**src/rtl/wb_commit_unit_if.sv**
```systemverilog
// Writeback bus: M-stage bundle in, aux result channel, register-file write port out.
// The master side drives the bundle and aux offers; the slave side is the commit unit.
interface wb_commit_unit_if #(
  parameter int unsigned DATA_W    = 32,
  parameter int unsigned REG_AW    = 5,
  parameter int unsigned AUX_DEPTH = 4
);
  localparam int unsigned CNT_W = $clog2(AUX_DEPTH) + 1;

  logic              in_valid;
  logic              in_we;
  logic [REG_AW-1:0] in_dst;
  logic [1:0]        in_res_sel;
  logic [2:0]        in_ld_type;
  logic [1:0]        in_byte_off;
  logic [DATA_W-1:0] in_pc;
  logic [DATA_W-1:0] in_alu;
  logic [DATA_W-1:0] in_mem;

  logic              aux_valid;
  logic              aux_ready;
  logic [REG_AW-1:0] aux_dst;
  logic [DATA_W-1:0] aux_data;

  logic              rf_we;
  logic [REG_AW-1:0] rf_wa;
  logic [DATA_W-1:0] rf_wd;
  logic              rf_src_aux;
  logic [CNT_W-1:0]  aux_count;
  logic              misalign;

  modport master (
    output in_valid, in_we, in_dst, in_res_sel, in_ld_type, in_byte_off,
    output in_pc, in_alu, in_mem,
    output aux_valid, aux_dst, aux_data,
    input  aux_ready,
    input  rf_we, rf_wa, rf_wd, rf_src_aux, aux_count, misalign
  );

  modport slave (
    input  in_valid, in_we, in_dst, in_res_sel, in_ld_type, in_byte_off,
    input  in_pc, in_alu, in_mem,
    input  aux_valid, aux_dst, aux_data,
    output aux_ready,
    output rf_we, rf_wa, rf_wd, rf_src_aux, aux_count, misalign
  );
endinterface

```
**src/rtl/wb_commit_unit.sv**
```systemverilog
// Writeback/commit stage: registers the M->W bundle, forms the result, and owns the single
// register-file write port shared with an in-order FIFO of long-latency (aux) results.
module wb_commit_unit #(
  parameter int unsigned DATA_W    = 32,
  parameter int unsigned REG_AW    = 5,
  parameter int unsigned AUX_DEPTH = 4,
  parameter int unsigned LINK_OFS  = 8
) (
  input logic           clk,
  input logic           reset_n,
  wb_commit_unit_if.slave bus
);
  localparam int unsigned PTR_W = $clog2(AUX_DEPTH);
  localparam int unsigned CNT_W = PTR_W + 1;

  typedef struct packed {
    logic              valid;
    logic              we;
    logic [REG_AW-1:0] dst;
    logic [1:0]        sel;
    logic [2:0]        ld;
    logic [1:0]        off;
    logic [DATA_W-1:0] pc;
    logic [DATA_W-1:0] alu;
    logic [DATA_W-1:0] mem;
  } wreg_t;

  wreg_t             r_w;
  logic [REG_AW-1:0] r_q_dst  [AUX_DEPTH];
  logic [DATA_W-1:0] r_q_data [AUX_DEPTH];
  logic [PTR_W-1:0]  r_wp;
  logic [PTR_W-1:0]  r_rp;
  logic [CNT_W-1:0]  r_cnt;

  logic [7:0]        w_byte;
  logic [15:0]       w_half;
  logic [DATA_W-1:0] w_ext;
  logic [DATA_W-1:0] w_result;
  logic              w_pipe_wr;
  logic              w_full;
  logic              w_empty;
  logic              w_push;
  logic              w_pop;
  logic              w_rf_we;
  logic [REG_AW-1:0] w_rf_wa;
  logic [DATA_W-1:0] w_rf_wd;
  logic              w_rf_src_aux;

  // W-reg: no stall, loads every cycle
  always_ff @(posedge clk or negedge reset_n) begin
    if (!reset_n) begin
      r_w <= '0;
    end else begin
      r_w.valid <= bus.in_valid;
      r_w.we    <= bus.in_we;
      r_w.dst   <= bus.in_dst;
      r_w.sel   <= bus.in_res_sel;
      r_w.ld    <= bus.in_ld_type;
      r_w.off   <= bus.in_byte_off;
      r_w.pc    <= bus.in_pc;
      r_w.alu   <= bus.in_alu;
      r_w.mem   <= bus.in_mem;
    end
  end

  // Little-endian lane select; a half load uses only off[1], so a misaligned half still writes
  always_comb begin
    w_byte = 8'(r_w.mem >> {r_w.off, 3'b000});
    w_half = 16'(r_w.mem >> {r_w.off[1], 4'b0000});
    w_ext  = r_w.mem;
    case (r_w.ld)
      3'd1:    w_ext = {{(DATA_W-8){w_byte[7]}}, w_byte};
      3'd2:    w_ext = {{(DATA_W-8){1'b0}}, w_byte};
      3'd3:    w_ext = {{(DATA_W-16){w_half[15]}}, w_half};
      3'd4:    w_ext = {{(DATA_W-16){1'b0}}, w_half};
      default: w_ext = r_w.mem;
    endcase
  end

  always_comb begin
    w_result = r_w.alu;
    case (r_w.sel)
      2'd1:    w_result = w_ext;
      2'd2:    w_result = r_w.pc + DATA_W'(LINK_OFS);
      default: w_result = r_w.alu;
    endcase
  end

  assign w_pipe_wr = r_w.valid & r_w.we & (r_w.dst != '0);
  assign w_full    = (r_cnt == CNT_W'(AUX_DEPTH));
  assign w_empty   = (r_cnt == '0);
  assign w_push    = bus.aux_valid & ~w_full;
  assign w_pop     = ~w_pipe_wr & ~w_empty;

  // Pipeline has priority; aux head drains only in pipe bubbles, dst 0 entries are dropped
  always_comb begin
    w_rf_we      = 1'b0;
    w_rf_wa      = '0;
    w_rf_wd      = '0;
    w_rf_src_aux = 1'b0;
    if (w_pipe_wr) begin
      w_rf_we = 1'b1;
      w_rf_wa = r_w.dst;
      w_rf_wd = w_result;
    end else if (!w_empty) begin
      w_rf_we      = (r_q_dst[r_rp] != '0);
      w_rf_wa      = r_q_dst[r_rp];
      w_rf_wd      = r_q_data[r_rp];
      w_rf_src_aux = 1'b1;
    end
  end

  // FIFO storage carries no reset; occupancy and pointers define validity
  always_ff @(posedge clk) begin
    if (w_push) begin
      r_q_dst[r_wp]  <= bus.aux_dst;
      r_q_data[r_wp] <= bus.aux_data;
    end
  end

  always_ff @(posedge clk or negedge reset_n) begin
    if (!reset_n) begin
      r_wp  <= '0;
      r_rp  <= '0;
      r_cnt <= '0;
    end else begin
      if (w_push) r_wp <= r_wp + PTR_W'(1);
      if (w_pop)  r_rp <= r_rp + PTR_W'(1);
      case ({w_push, w_pop})
        2'b10:   r_cnt <= r_cnt + CNT_W'(1);
        2'b01:   r_cnt <= r_cnt - CNT_W'(1);
        default: r_cnt <= r_cnt;
      endcase
    end
  end

  assign bus.rf_we      = w_rf_we;
  assign bus.rf_wa      = w_rf_wa;
  assign bus.rf_wd      = w_rf_wd;
  assign bus.rf_src_aux = w_rf_src_aux;
  assign bus.aux_ready  = ~w_full;
  assign bus.aux_count  = r_cnt;
  assign bus.misalign   = r_w.valid & (r_w.sel == 2'd1) &
                          ((r_w.ld == 3'd3) | (r_w.ld == 3'd4)) & r_w.off[0];
endmodule
```
**src/flat_wrapper.sv**
```systemverilog
// flat-port wrapper written by rule: the top's interface ports become plain ports
module wb_commit_unit_flat 
#(
  parameter int unsigned DATA_W    = 32,
  parameter int unsigned REG_AW    = 5,
  parameter int unsigned AUX_DEPTH = 4,
  parameter int unsigned LINK_OFS  = 8
)
  (clk, reset_n, bus_in_valid, bus_in_we, bus_in_dst, bus_in_res_sel, bus_in_ld_type, bus_in_byte_off, bus_in_pc, bus_in_alu, bus_in_mem, bus_aux_valid, bus_aux_dst, bus_aux_data, bus_aux_ready, bus_rf_we, bus_rf_wa, bus_rf_wd, bus_rf_src_aux, bus_aux_count, bus_misalign);
  wb_commit_unit_if #(.DATA_W(DATA_W), .REG_AW(REG_AW), .AUX_DEPTH(AUX_DEPTH)) bus_i ();
  input logic clk;
  input logic reset_n;
  input wire logic [$bits(bus_i.in_valid)-1:0] bus_in_valid;
  input wire logic [$bits(bus_i.in_we)-1:0] bus_in_we;
  input wire logic [$bits(bus_i.in_dst)-1:0] bus_in_dst;
  input wire logic [$bits(bus_i.in_res_sel)-1:0] bus_in_res_sel;
  input wire logic [$bits(bus_i.in_ld_type)-1:0] bus_in_ld_type;
  input wire logic [$bits(bus_i.in_byte_off)-1:0] bus_in_byte_off;
  input wire logic [$bits(bus_i.in_pc)-1:0] bus_in_pc;
  input wire logic [$bits(bus_i.in_alu)-1:0] bus_in_alu;
  input wire logic [$bits(bus_i.in_mem)-1:0] bus_in_mem;
  input wire logic [$bits(bus_i.aux_valid)-1:0] bus_aux_valid;
  input wire logic [$bits(bus_i.aux_dst)-1:0] bus_aux_dst;
  input wire logic [$bits(bus_i.aux_data)-1:0] bus_aux_data;
  output wire logic [$bits(bus_i.aux_ready)-1:0] bus_aux_ready;
  output wire logic [$bits(bus_i.rf_we)-1:0] bus_rf_we;
  output wire logic [$bits(bus_i.rf_wa)-1:0] bus_rf_wa;
  output wire logic [$bits(bus_i.rf_wd)-1:0] bus_rf_wd;
  output wire logic [$bits(bus_i.rf_src_aux)-1:0] bus_rf_src_aux;
  output wire logic [$bits(bus_i.aux_count)-1:0] bus_aux_count;
  output wire logic [$bits(bus_i.misalign)-1:0] bus_misalign;
  assign bus_i.in_valid = bus_in_valid;
  assign bus_i.in_we = bus_in_we;
  assign bus_i.in_dst = bus_in_dst;
  assign bus_i.in_res_sel = bus_in_res_sel;
  assign bus_i.in_ld_type = bus_in_ld_type;
  assign bus_i.in_byte_off = bus_in_byte_off;
  assign bus_i.in_pc = bus_in_pc;
  assign bus_i.in_alu = bus_in_alu;
  assign bus_i.in_mem = bus_in_mem;
  assign bus_i.aux_valid = bus_aux_valid;
  assign bus_i.aux_dst = bus_aux_dst;
  assign bus_i.aux_data = bus_aux_data;
  assign bus_aux_ready = bus_i.aux_ready;
  assign bus_rf_we = bus_i.rf_we;
  assign bus_rf_wa = bus_i.rf_wa;
  assign bus_rf_wd = bus_i.rf_wd;
  assign bus_rf_src_aux = bus_i.rf_src_aux;
  assign bus_aux_count = bus_i.aux_count;
  assign bus_misalign = bus_i.misalign;
  wb_commit_unit #(.DATA_W(DATA_W), .REG_AW(REG_AW), .AUX_DEPTH(AUX_DEPTH), .LINK_OFS(LINK_OFS)) u_core (.clk(clk), .reset_n(reset_n), .bus(bus_i));
endmodule
```
**config.mk**
```make
export PLATFORM = sky130hd
export DESIGN_NAME = wb_commit_unit_flat
export DESIGN_NICKNAME = d
export VERILOG_FILES = /design/src/rtl/wb_commit_unit_if.sv /design/src/rtl/wb_commit_unit.sv /design/src/flat_wrapper.sv
export SDC_FILE = /design/constraint.sdc
export NUM_CORES = 1
export LEC_CHECK = 0
export BUFFER_PORTS_ARGS = -buffer_cell sky130_fd_sc_hd__buf_4
export CAP_MARGIN = 20
export CORE_MARGIN = 2
export CORE_UTILIZATION = 60
export CTS_BUF_LIST = sky130_fd_sc_hd__clkbuf_16
export DETAILED_ROUTE_END_ITERATION = 16
export MAX_ROUTING_LAYER = met4
export PLACE_DENSITY_LB_ADDON = 0.15
export SYNTH_ARGS = -nofsm -noshare
export SYNTH_HDL_FRONTEND = slang
export SYNTH_SLANG_ARGS = --single-unit
```
**constraint.sdc**
```tcl
create_clock -name clk -period 7.95 [get_ports clk]
set_input_delay 0.795 -clock clk [delete_from_list [all_inputs] [get_ports clk]]
set_output_delay 0.795 -clock clk [all_outputs]
set_load 0.02 [all_outputs]
```
### Word-level counts from Yosys, hierarchy flattened

Memories as Yosys holds them, arrays and structs flattened.
Index checks and enable logic that the tools add are counted.

| cells by class | value |
|---|---|
| eq/ne operators | 9 |
| reductions and logical operators | 4 |
| bitwise logic cells | 11 |
| add/subtract/negate cells | 5 |
| muxes and demuxes | 13 |
| shifts and indexed selects | 2 |

Operators with widths:

| operator | count |
|---|---|
| 32-bit one-hot mux with 4 select lines | 1 |
| 32-bit 2-to-1 mux | 2 |
| 32-bit one-hot mux with 2 select lines | 1 |
| 32-bit by 4-bit adder with 32-bit output, second input constant | 1 |
| 32-bit by 5-bit >> shifter with 16-bit output | 1 |
| 32-bit by 5-bit >> shifter with 8-bit output | 1 |
| 5-bit 2-to-1 mux | 2 |
| 5-bit nonzero test | 2 |
| 1-bit AND | 7 |
| 3-bit by 2-bit == test with 1-bit output, second input constant | 2 |
| 3-bit == test, second input constant | 2 |
| 1-bit 2-to-1 mux | 6 |
| 3-bit one-hot mux with 2 select lines | 1 |
| 2-bit by 1-bit adder with 2-bit output, second input constant | 2 |
| 2-bit by 1-bit == test with 1-bit output, second input constant | 2 |
| 2-bit == test, second input constant | 2 |
| 3-bit by 1-bit adder with 3-bit output, second input constant | 1 |
| 3-bit by 1-bit == test with 1-bit output, second input constant | 1 |
| 3-bit logical NOT | 1 |
| 1-bit inverter | 3 |
| 3-bit by 1-bit subtractor with 3-bit output, second input constant | 1 |
| 2-bit nonzero test | 1 |
| 1-bit bitwise OR | 1 |

| storage, ports and cells | value |
|---|---|
| memories | 2 |
| input port bits | 150 |
| logic and storage cells | 58 |
| register bits | 117 |
| RAM bits | 148 |
| output and inout port bits | 44 |

Memories:

| name | words | width | read ports | clocked after Yosys merged registers in | wr ports | line | RTL |
|---|---|---|---|---|---|---|---|
| u_core.r_q_data | 4 | 32 | 1 | 0 | 1 | wb_commit_unit.sv:30 | `logic [DATA_W-1:0] r_q_data [AUX_DEPTH];` |
| u_core.r_q_dst | 4 | 5 | 1 | 0 | 1 | wb_commit_unit.sv:29 | `logic [REG_AW-1:0] r_q_dst [AUX_DEPTH];` |

### Depth between registers and ports, before layout

| depth | value |
|---|---|
| depth in word-level cells | 6 |
| mapped depth | 11 |
| depth with buffers taken out | 10 |

### Worst setup path before layout

Ideal clock, no wire load.

| path | value |
|---|---|
| path kind | register to output |
| start point | register u_core.r_w[97] in the netlist's numbering |
| end point | output port bus_rf_wd[15] |
| arrival time | 2.017 ns |
| buffers on the path | 1 |
| data required time | 7.155 ns |
| setup slack | 5.138 ns |
| cell stages (with the launch flop) | 7 |
| path through | dfrtp_1 > buf_6 > mux4_2 > o311a_4 > o221a_2 > a211oi_1 > o21ai_0 |

| between the ends | value |
|---|---|
| cells in the longest elaborated chain, start to end | 4 |
| elaborated cells between the ends (all ways) | 5 |
| classes of those cells | 2 x shift; 3 x mux |

Ends and longest elaborated chain:

| item | line | RTL |
|---|---|---|
| from (decl) | wb_commit_unit.sv:28 | `wreg_t r_w;` |
| 32-bit by 5-bit >> shifter with 16-bit output / 32-bit by 5-bit >> shifter with 8-bit output (equally long branches) | wb_commit_unit.sv:69, wb_commit_unit.sv:68 |  |
| 32-bit one-hot mux with 4 select lines (*) | wb_commit_unit.sv:71 | `case (r_w.ld)` |
| 32-bit one-hot mux with 2 select lines (*) | wb_commit_unit.sv:82 | `case (r_w.sel)` |
| 32-bit 2-to-1 mux (*) | wb_commit_unit.sv:101 | `if (w_pipe_wr) begin` |
| to (decl) | flat_wrapper.sv:28 | `output wire logic [$bits(bus_i.rf_wd)-1:0] bus_rf_wd;` |

Every way passes the cells marked *; elsewhere a longest branch is shown, timed or not.

### Worst setup path after layout

Ends and elaborated chain as after synthesis.

==> impl_metrics.json <==
{
  "endpoint": "bus_rf_wd[15]",
  "postRouteAntennaNets": 0,
  "clock.fmax_ghz": 0.223,
  "setup_viol": 0,
  "syn_avg_cell_area_sq_um": 15.1,
  "synth_fa_ha_area_share_pct": 1.11,
  "die_x_um": 138,
  "use_met1_pct": 42.6,
  "synth_cells": 717,
  "drv_cap": 0,
  "die_h_um": 138,
  "nNetsFinal": 1067,
  "whs_ps": 221,
  "synth_ff_type": "edfxtp_1",
  "status": "completed",
  "grt.busiest_layer": "met2",
  "p_per_area_nw_per_um2": 316,
  "clkTransAtPathRegs_ps": 60,
  "syn2layout_area_growth_pct": 23.0,
  "antenna_found_initial": 1,
  "synthArstFlopShare_pct": 44.2,
  "grt_pass1_vias": 7210,
  "comb_power_share_pct": 29.6,
  "die_area_sq_um": 19100,
  "irDropWorstVdd_mv": 0.386,
  "synth-seq-area-share_pct": 68.1,
  "yosysWarnings": 0,
  "synth_common_cells": "edfxtp_1 (148), dfrtp_1 (117), o21ai_0 (54)",
  "first_pass_iters": 5,
  "p_sw_share_pct": 31.7,
  "place_ws_ps": 4130,
  "met3_usage_pct": 5.06,
  "clk_latency_ps": 550,
  "yosysMostFrequentCell": "edfxtp_1",
  "worstPathRequired_ps": 7150,
  "crit_start": "u_core.r_w[97]$_DFF_PN0_",
  "synth_top_area_share_pct": 41.1,
  "cts_resized": 0,
  "tightest_slew_ps": 1140,
  "p_clk_share_pct": 28.0,
  "htreeDepth": 1,
  "numPortBuffers": 193,
  "reg2reg_slack_ps": 4370,
  "num_vias": 7136,
  "grt_pass1_wl_um": 43100,
  "reg2reg_from": "u_core.r_w[103]$_DFF_PN0_",
  "floorplan.initialDensity_pct": 60.7,
  "hp-class": "primary input to asynchronous set/reset pin",
  "coreArea_sq_um": 17800,
  "drive_above_1_share_pct": 32.0,
  "synth.distinct_cells": 60,
  "wl_per_cell_um": 24.7,
  "muxShareOfSynthArea_pct": 8.95,
  "synth-compound-area-share_pct": 10.3,
  "gp_congestion": 0.929,
  "ff2ff_path_depth": 9,
  "cts_root_buffer": "clkbuf_16",
  "boundaryPins": 194,
  "finClkSkew_ps": 4.60,
  "worstPathArrival_ps": 3680,
  "p_leak_uw": 0.00524,
  "cts_tree": "yes",
  "mappedNetlistArea_sq_um": 10800,
  "start_kind": "register",
  "stdcell_area_sq_um": 13300,
  "synth-seq-cells": 265,
  "setup_slack_ps": 3470,
  "post_cts_buffers": 0,
  "syn_nets": 876,
  "critPathKind": "register to primary output",
  "postRouteWirelength_um": 28600,
  "synth-edff-count": 148,
  "clockBufferDepth": 3,
  "end_kind": "primary output",
  "critPathMaxFanout": 27,
  "fin_crit_sh_pct": 56.3,
  "synth_top_family_by_area": "compound AO/OA/AOI/OAI gates",
  "p_switching_uw": 1330,
  "drt_iter0_markers": 706,
  "final_max_slew_viol_count": 0,
  "synth_xor_area_share_pct": 2.27,
  "fin_setup_tns_ps": 0,
  "cts-hold-fix-buffers": 0,
  "via_per_inst": 6.16,
  "grt_max_degree": 81,
  "clock-sinks": 265,
  "grt_usage_pct": 30.7,
  "gr-total-overflow": 0,
  "drc": 0,
  "p_int_uw": 2870,
  "slew_headroom_pct": 23.6,
  "yosys.area_share.simple_pct": 6.66,
  "postPlaceCellArea_sq_um": 12500,
  "cts_buffers": 27,
  "min_period_ps": 4480,
  "post-dp-hpwl_um": 19200,
  "r2r-end": "u_core.bus.aux_count[2]$_DFFE_PN0P_",
  "rows": 49,
  "yosysTopAreaCell": "edfxtp_1",
  "hold_viol_final": 0,
  "pwr-share-seq_pct": 42.5,
  "synthTopCellsByArea": "edfxtp_1 (41%), dfrtp_1 (27%), mux4_2 (7.9%), o21ai_0 (2.5%), xnor2_1 (1.5%)",
  "rsz0062_at_grt": "false",
  "use_met2_pct": 48.2,
  "post-route-util_pct": 74.6
}
-- routing by layer --
layer,vias up,share of wire [%]
met3,51,6.5
met2,312,50
li1,3149,-
met1,3624,41
met4,0,2.5
met5,-,0
-- sequential cells by signal, indices dropped and copies added, names as in the netlist --
register	count
u_core.r_w	110
u_core.bus.aux_count	3
u_core.r_q_data	128
u_core.r_rp	2
u_core.r_wp	2
u_core.r_q_dst	20
-- worst max-delay path, cell delays in order, from the launching register on --
cell and delay [ps]:
dfrtp_1 1020, mux4_2 640, o311a_4 380, o221a_2 260
a211oi_1 410, o21ai_0 210, buf_4 200
-- placed cells by master, fill, tap and decap left out, drive strengths merged, types with 3 or more instances in the layout --
master,instances
a211oi,7
a21oi,17
a221o,6
a221oi,3
a22o,6
a22oi,16
a31oi,7
and2,3
and3,4
and4,5
buf,201
clkbuf,27
clkinv,13
dfrtp,117
edfxtp,148
ha,8
inv,37
mux2i,9
mux4,38
nand2,41
nand2b,9
nand3,15
nand4,11
nor2,19
nor3,7
nor4,11
o211ai,13
o21ai,55
o221a,5
o221ai,5
o31a,5
o31ai,3
or4,3
xnor2,19
xor2,9
-- cell type report --
| type | instances | area [sq um] |
|---|---|---|
| Sequential cell | 265 | 7370 |
| Fill cell | 1122 | 4530 |
| Multi-Input combinational cell | 384 | 3190 |
| Timing Repair Buffer | 201 | 1530 |
| Clock buffer | 27 | 676 |
| Tap cell | 229 | 287 |
| Clock inverter | 22 | 140 |
| Inverter | 29 | 109 |
| Antenna cell | 1 | 2.50 |
-- how the worst min path moves through the flow --
stage                                                   start                                   to  slack [ps]  cells past startpoint
after detailed placement  u_core.bus.aux_count[2]$_DFFE_PN0P_  u_core.bus.aux_count[2]$_DFFE_PN0P_         530                      1
final                                                 reset_n             u_core.r_w[63]$_DFF_PN0_         220                      1
after CTS                                             reset_n             u_core.r_w[54]$_DFF_PN0_         220                      1
after floorplan                                       reset_n  u_core.bus.aux_count[0]$_DFFE_PN0P_         500                      0
after global routing                                  reset_n             u_core.r_w[91]$_DFF_PN0_         260                      1
after global placement    u_core.bus.aux_count[2]$_DFFE_PN0P_  u_core.bus.aux_count[2]$_DFFE_PN0P_         510                      1
-- power by group through the flow --
stage / clock, uW / sequential (uW) / combinational [uW]
detailed placement: 0 / 1800 / 1220
finish: 1170 / 1780 / 1240
global placement: 0 / 1790 / 1210
global route: 1240 / 1800 / 1320
floorplan: 0 / 1750 / 771
CTS: 1190 / 1780 / 1240
-- cells by family (layout without fill, tap and decap cells) --
| kind of cell | after synthesis | in the layout |
|---|---|---|
| other cells | 0 | 1 |
| fa+ha+maj | 9 | 9 |
| simple gates | 137 | 137 |
| flops | 265 | 265 |
| mux | 49 | 49 |
| buf+inv | 68 | 279 |
| compound gates | 161 | 161 |
| xor+xnor | 28 | 28 |
-- stage by stage --
stage	instances	power [uW]
floorplan	717	2530
global placement	1107	3000
detailed placement	1107	3030
CTS	1156	4220
global route	1158	4360
finish	1158	4200
Note: power is estimated with default switching activity, not from simulation.
